==> src/rtl/io_port_pkg.sv <==
// io_port_pkg: shared constants, FSM encoding and hex glyph table for the board I/O port.
package io_port_pkg;
    localparam int DATA_W = 16;

    typedef enum logic {IDLE = 1'b0, HOLD = 1'b1} stateT;

    localparam logic [6:0] SEG_BLANK = 7'b1111111;

    // Active-low {g,f,e,d,c,b,a}; entry 0 is the rightmost element.
    localparam logic [15:0][6:0] HEX_SEG = {
        7'b0001110, 7'b0000110, 7'b0100001, 7'b1000110,
        7'b0000011, 7'b0001000, 7'b0010000, 7'b0000000,
        7'b1111000, 7'b0000010, 7'b0010010, 7'b0011001,
        7'b0110000, 7'b0100100, 7'b1111001, 7'b1000000
    };

    function automatic logic [6:0] hexSeg(input logic [3:0] h);
        return HEX_SEG[h];
    endfunction
endpackage

==> src/rtl/fpga_io_port_if.sv <==
// fpga_io_port_if: board-side pins and processor FPGAIn/FPGAOut signals of the I/O port.
interface fpga_io_port_if #(parameter int DATA_W = io_port_pkg::DATA_W);
    logic [DATA_W-1:0] sw_in;
    logic              btn_load;
    logic [DATA_W-1:0] cpu_in;
    logic              in_valid;
    logic              in_ack;
    logic [DATA_W-1:0] cpu_out;
    logic              cpu_out_we;
    logic [DATA_W-1:0] out_reg;
    logic [3:0]        seg_an;
    logic [6:0]        seg_cat;

    modport master (
        output sw_in, btn_load, in_ack, cpu_out, cpu_out_we,
        input  cpu_in, in_valid, out_reg, seg_an, seg_cat
    );
    modport slave (
        input  sw_in, btn_load, in_ack, cpu_out, cpu_out_we,
        output cpu_in, in_valid, out_reg, seg_an, seg_cat
    );
endinterface

==> src/rtl/sync_debounce.sv <==
// sync_debounce: 2-flop synchronizers for switches and button, button debounce and press pulse.
module sync_debounce #(
    parameter int DEBOUNCE_CYCLES = 16,
    parameter int DATA_W          = io_port_pkg::DATA_W
) (
    input  logic              CLK,
    input  logic              reset,
    input  logic [DATA_W-1:0] swRaw,
    input  logic              btnRaw,
    output logic [DATA_W-1:0] swSync,
    output logic              load
);
    localparam int CW = $clog2(DEBOUNCE_CYCLES + 1);

    logic [DATA_W-1:0] swMeta;
    logic              btnMeta, btnSync, btnStable, differ, settled;
    logic [CW-1:0]     cnt;

    assign differ  = btnSync != btnStable;
    assign settled = differ && cnt == CW'(DEBOUNCE_CYCLES - 1);

    // load is registered alongside the stable flip, so it pulses only on a press
    always_ff @(posedge CLK) begin
        if (!reset) begin
            swMeta    <= '0;
            swSync    <= '0;
            btnMeta   <= 1'b0;
            btnSync   <= 1'b0;
            btnStable <= 1'b0;
            cnt       <= '0;
            load      <= 1'b0;
        end else begin
            swMeta    <= swRaw;
            swSync    <= swMeta;
            btnMeta   <= btnRaw;
            btnSync   <= btnMeta;
            cnt       <= (differ && !settled) ? cnt + 1'b1 : '0;
            btnStable <= settled ? btnSync : btnStable;
            load      <= settled && btnSync;
        end
    end
endmodule

==> src/rtl/fpga_io_port.sv <==
// fpga_io_port: committed input word with valid/ack handshake, output latch and 4-digit hex scan.
module fpga_io_port import io_port_pkg::*; #(
    parameter int DEBOUNCE_CYCLES = 16,
    parameter int SCAN_DIV        = 4,
    parameter int DATA_W          = io_port_pkg::DATA_W
) (
    input logic           CLK,
    input logic           reset,
    fpga_io_port_if.slave io
);
    localparam int PW = SCAN_DIV > 1 ? $clog2(SCAN_DIV) : 1;

    logic [DATA_W-1:0] swSync, cpuIn, cpuInNext, outReg;
    logic              load, wrap;
    stateT             state, stateNext;
    logic [PW-1:0]     presc;
    logic [1:0]        digit, digitNext;
    logic [3:0]        segAn;
    logic [6:0]        segCat;

    sync_debounce #(.DEBOUNCE_CYCLES(DEBOUNCE_CYCLES), .DATA_W(DATA_W)) uSync (
        .CLK(CLK),
        .reset(reset),
        .swRaw(io.sw_in),
        .btnRaw(io.btn_load),
        .swSync(swSync),
        .load(load)
    );

    // A load always wins over an ack, so a colliding press keeps the word valid
    always_comb begin
        stateNext = load ? HOLD : (io.in_ack ? IDLE : state);
        cpuInNext = load ? swSync : cpuIn;
    end

    always_ff @(posedge CLK) begin
        if (!reset) begin
            state  <= IDLE;
            cpuIn  <= '0;
            outReg <= '0;
        end else begin
            state  <= stateNext;
            cpuIn  <= cpuInNext;
            outReg <= io.cpu_out_we ? io.cpu_out : outReg;
        end
    end

    assign wrap      = presc == PW'(SCAN_DIV - 1);
    assign digitNext = digit + 2'd1;

    always_ff @(posedge CLK) begin
        if (!reset) begin
            presc  <= '0;
            digit  <= 2'd0;
            segAn  <= 4'b1110;
            segCat <= hexSeg(4'h0);
        end else if (wrap) begin
            presc  <= '0;
            digit  <= digitNext;
            segAn  <= ~(4'b0001 << digitNext);
            segCat <= hexSeg(outReg[{digitNext, 2'b00} +: 4]);
        end else begin
            presc  <= presc + 1'b1;
        end
    end

    assign io.cpu_in   = cpuIn;
    assign io.in_valid = state == HOLD;
    assign io.out_reg  = outReg;
    assign io.seg_an   = segAn;
    assign io.seg_cat  = segCat;
endmodule

==> src/flat_wrapper.sv <==
// flat-port wrapper written by rule: the top's interface ports become plain ports
module fpga_io_port_flat import io_port_pkg::*;
#(
    parameter int DEBOUNCE_CYCLES = 16,
    parameter int SCAN_DIV        = 4,
    parameter int DATA_W          = io_port_pkg::DATA_W
)
  (CLK, reset, io_sw_in, io_btn_load, io_in_ack, io_cpu_out, io_cpu_out_we, io_cpu_in, io_in_valid, io_out_reg, io_seg_an, io_seg_cat);
  fpga_io_port_if #(.DATA_W(DATA_W)) io_i ();
  input logic CLK;
  input logic reset;
  input wire logic [$bits(io_i.sw_in)-1:0] io_sw_in;
  input wire logic [$bits(io_i.btn_load)-1:0] io_btn_load;
  input wire logic [$bits(io_i.in_ack)-1:0] io_in_ack;
  input wire logic [$bits(io_i.cpu_out)-1:0] io_cpu_out;
  input wire logic [$bits(io_i.cpu_out_we)-1:0] io_cpu_out_we;
  output wire logic [$bits(io_i.cpu_in)-1:0] io_cpu_in;
  output wire logic [$bits(io_i.in_valid)-1:0] io_in_valid;
  output wire logic [$bits(io_i.out_reg)-1:0] io_out_reg;
  output wire logic [$bits(io_i.seg_an)-1:0] io_seg_an;
  output wire logic [$bits(io_i.seg_cat)-1:0] io_seg_cat;
  assign io_i.sw_in = io_sw_in;
  assign io_i.btn_load = io_btn_load;
  assign io_i.in_ack = io_in_ack;
  assign io_i.cpu_out = io_cpu_out;
  assign io_i.cpu_out_we = io_cpu_out_we;
  assign io_cpu_in = io_i.cpu_in;
  assign io_in_valid = io_i.in_valid;
  assign io_out_reg = io_i.out_reg;
  assign io_seg_an = io_i.seg_an;
  assign io_seg_cat = io_i.seg_cat;
  fpga_io_port #(.DEBOUNCE_CYCLES(DEBOUNCE_CYCLES), .SCAN_DIV(SCAN_DIV), .DATA_W(DATA_W)) u_core (.CLK(CLK), .reset(reset), .io(io_i));
endmodule
==> config.mk <==
export PLATFORM = sky130hd
export DESIGN_NAME = fpga_io_port_flat
export DESIGN_NICKNAME = d
export VERILOG_FILES = /design/src/rtl/io_port_pkg.sv /design/src/rtl/fpga_io_port_if.sv /design/src/rtl/sync_debounce.sv /design/src/rtl/fpga_io_port.sv /design/src/flat_wrapper.sv
export SDC_FILE = /design/constraint.sdc
export NUM_CORES = 1
export LEC_CHECK = 0
export CAP_MARGIN = 30
export CELL_PAD_IN_SITES_DETAIL_PLACEMENT = 1
export CELL_PAD_IN_SITES_GLOBAL_PLACEMENT = 1
export CORE_ASPECT_RATIO = 1.25
export CORE_UTILIZATION = 41
export CTS_CLUSTER_SIZE = 10
export DETAILED_ROUTE_END_ITERATION = 8
export GPL_ROUTABILITY_DRIVEN = 0
export PLACE_DENSITY_LB_ADDON = 0.1
export SYNTH_ARGS = -nofsm -noshare
export SYNTH_HDL_FRONTEND = slang
export SYNTH_SLANG_ARGS = --single-unit
==> constraint.sdc <==
create_clock -name CLK -period 4.3 [get_ports CLK]
set_input_delay 0.645 -clock CLK [delete_from_list [all_inputs] [get_ports CLK]]
set_output_delay 0.645 -clock CLK [all_outputs]
set_load 0.03 [all_outputs]
==> results.toml <==
[die]
die_w_microns = 83.3
fp.dieH_microns = 104
start_util_pct = 42.9
die-area_sq_um = 8620
core_sq_um = 7880
io_pins = 81
row_count = 36

[grt]
grt_pass1_vias = 2372
grt_max_degree = 56
grt_pass1_wl_mm = 11.1
grt_use_total_pct = 16.4
antenna_found_initial = 0
overflow = 0

[timing]
fin_crit_ns = 2.63
fmax_mhz = 381
worst_slew_pin_slew_ns = 0.939
rsz0062_at_grt = "false"
fin_crit_sh_pct = 61.1
finClkSkew_ns = 0.00869
fin_setup_tns_ns = 0
slew_violations = 0
setup_viol = 0
hold_violations = 0
relSlewSlack_pct = 37.2

[synth]
yosys-top-cells-area = "dfxtp_1 53%, mux2i_1 11%, nor2b_1 7.0%"
ys_seq_area_share_pct = 52.6
synth_area_sq_um = 3380
yosysWarnings = 0
ys_types = 40
synth_fp_nets = 353
synth-seq-cells = 89
synth_top_area_cell = "dfxtp_1"
synth_top_area_share_pct = 52.6
synthCells = 303
syn-mean-instance-area_sq_um = 11.2
async_flop_share_pct = 0
synth_edf_count = 0
dominantRegCellSynth = "dfxtp_1"

[final_layout]
antenna_cells = 0
post-route-util_pct = 55.9
multiInputGateArea_sq_um = 1460
final_cell_mix = "89 x dfxtp_1, 79 x clkdlybuf4s50_1, 38 x nor2b_1, 37 x mux2i_1, 35 x and2_1"
flow.area_growth_from_synthesis_pct = 30.2
final_cells = 477
final_layout_size_suffix_gt1_share_pct = 6.02
seqCellArea_sq_um = 1780
final_common_cell = "dfxtp_1"
nFillCells = 867
fin_nets = 427

[worst_setup_path]
crit_arrival_ns = 2.83
cpMaxStageDelayCell = "mux4_1"
reg2reg_to = "u_core.io.seg_cat[1]"
crit_chain = "inv_1 > ha_1 > mux4_1 > inv_1 > ha_1 > o211ai_1 > a31oi_1"
startpoint_type = "register"
r2r_start = "u_core.digit[0]"
end_kind = "register"
cp.required_ns = 4.51
worst-path-max-fanout = 8
ff2ff_path_depth = 7
slowest_delay_ns = 0.69
reg2reg_setup_slack_ns = 1.67
worstSetupPathType = "reg -> reg"

[job]
cap_viol_max_count = 0

[power]
p_leak_nw = 1.69
power.total_mw = 1.62
p_per_area_nw_per_um2 = 369
peakVddDrop_v = 0.000220

[drt]
initialDrtViolationCount = 30
drc = 0
ant_nets = 0
wire_per_inst_microns = 13.8
num_vias = 2346
wirelength_mm = 6.58
vias_per_cell = 4.92
drt_first_pass_iters = 3

[clocking]
cts_tree = "yes"
cts.sinks = 89
clk_pin_slew_ns = 0.09
cts_resized = 0
cts-buffers-inserted = 9
root_buffer = "clkbuf_8"
clkLatencyLatePin_ns = 0.36
cts_setup_buffers = 0
cts_max_level = 3
cts_hold_buf = 0
cts.path.max_buffers = 2

[place]
dpl.hpwl_mm = 4.55
portBuffers = 80
dp.cells = 461

[run_status]
outcome = "completed"

[min_path]
holdPathStages = 1
hold_class = "reg -> reg"
holdPathEnd = "u_core.uSync.swSync[8]"
hp-start = "u_core.uSync.swMeta[8]"
## metrics by stage
| stage | hold slack (ns) | setup slack (ns) | area, sq um |
|---|---|---|---|
| 6_report | 0.439 | 1.67 | 4410 |
| 5_1_grt | 0.449 | 1.39 | 4410 |
| 4_1_cts | 0.443 | 1.63 | 4410 |
| 3_5_place_dp | 0.421 | 1.64 | 4210 |
| 3_3_place_gp | 0.412 | 1.74 | 4190 |
| 2_1_floorplan | 0.403 | 1.93 | 3380 |
## routing by layer
layer | global-route usage (%) | part of all wire, % | up-vias
met3 | 3.82 | 5.3 | 15
li1 | - | - | 1149
met4 | 10.7 | 3.4 | 0
met1 | 19.2 | 42 | 1117
met5 | 0 | 0 | -
met2 | 26.6 | 49 | 65
## how the worst max path moves through the flow
stage	start	slack [ns]	cells after the start	end
finish	u_core.digit[0]	1.67	7	u_core.io.seg_cat[1]
global route	u_core.digit[0]	1.39	7	u_core.io.seg_cat[1]
CTS	u_core.digit[0]	1.63	7	u_core.io.seg_cat[1]
detailed placement	u_core.digit[0]	1.64	7	u_core.io.seg_cat[1]
global placement	u_core.digit[0]	1.74	7	u_core.io.seg_cat[3]
floorplan	u_core.digit[0]	1.93	8	u_core.io.seg_cat[3]
## synth_stat cells, types with 2 or more instances
cell      count
a21oi_1       2
xnor2_1       2
buf_2         2
nand3_1       3
nor2_1        7
mux4_2        3
and4b_1       2
a31oi_1       2
and2_1       35
xor2_1        3
buf_6         3
clkbuf_8      2
and3b_1       2
nand3b_1      2
dfxtp_1      89
nor2b_1      38
inv_1         7
ha_1         13
o21ai_0       9
mux2i_1      37
clkbuf_1     11
nand2_1      11
## critical path: cells and delay by family, from the launching register on
kind,cells,cell delay [ns]
fa+ha+maj,2,0.70
buf+inv,2,0.28
compound gates,2,0.29
mux,1,0.69
flops,1,0.52
## power breakdown
part / total, mW / internal [mW] / switching [mW]
combinational: 0.189 / 0.0982 / 0.0911
clock: 0.563 / 0.268 / 0.295
sequential: 0.872 / 0.855 / 0.0172
## cell type report
type | instances | share of cell area [%]
flip-flops and latches | 89 | 40.4
clock buffers | 9 | 2.81
clock inverters | 7 | 1.59
inverters | 7 | 0.596
well taps | 95 | 2.70
multi-input cells | 188 | 33.0
repair buffers | 82 | 18.8
## kinds of logic after synthesis
logic type | Yosys count | synth area share, %
simple gates | 106 | 18.8
flops | 89 | 52.6
xor+xnor | 5 | 1.29
compound gates | 22 | 4.07
mux | 42 | 14.0
buf+inv | 26 | 4.33
fa+ha+maj | 13 | 4.81
(Power assumes the default switching activity.)
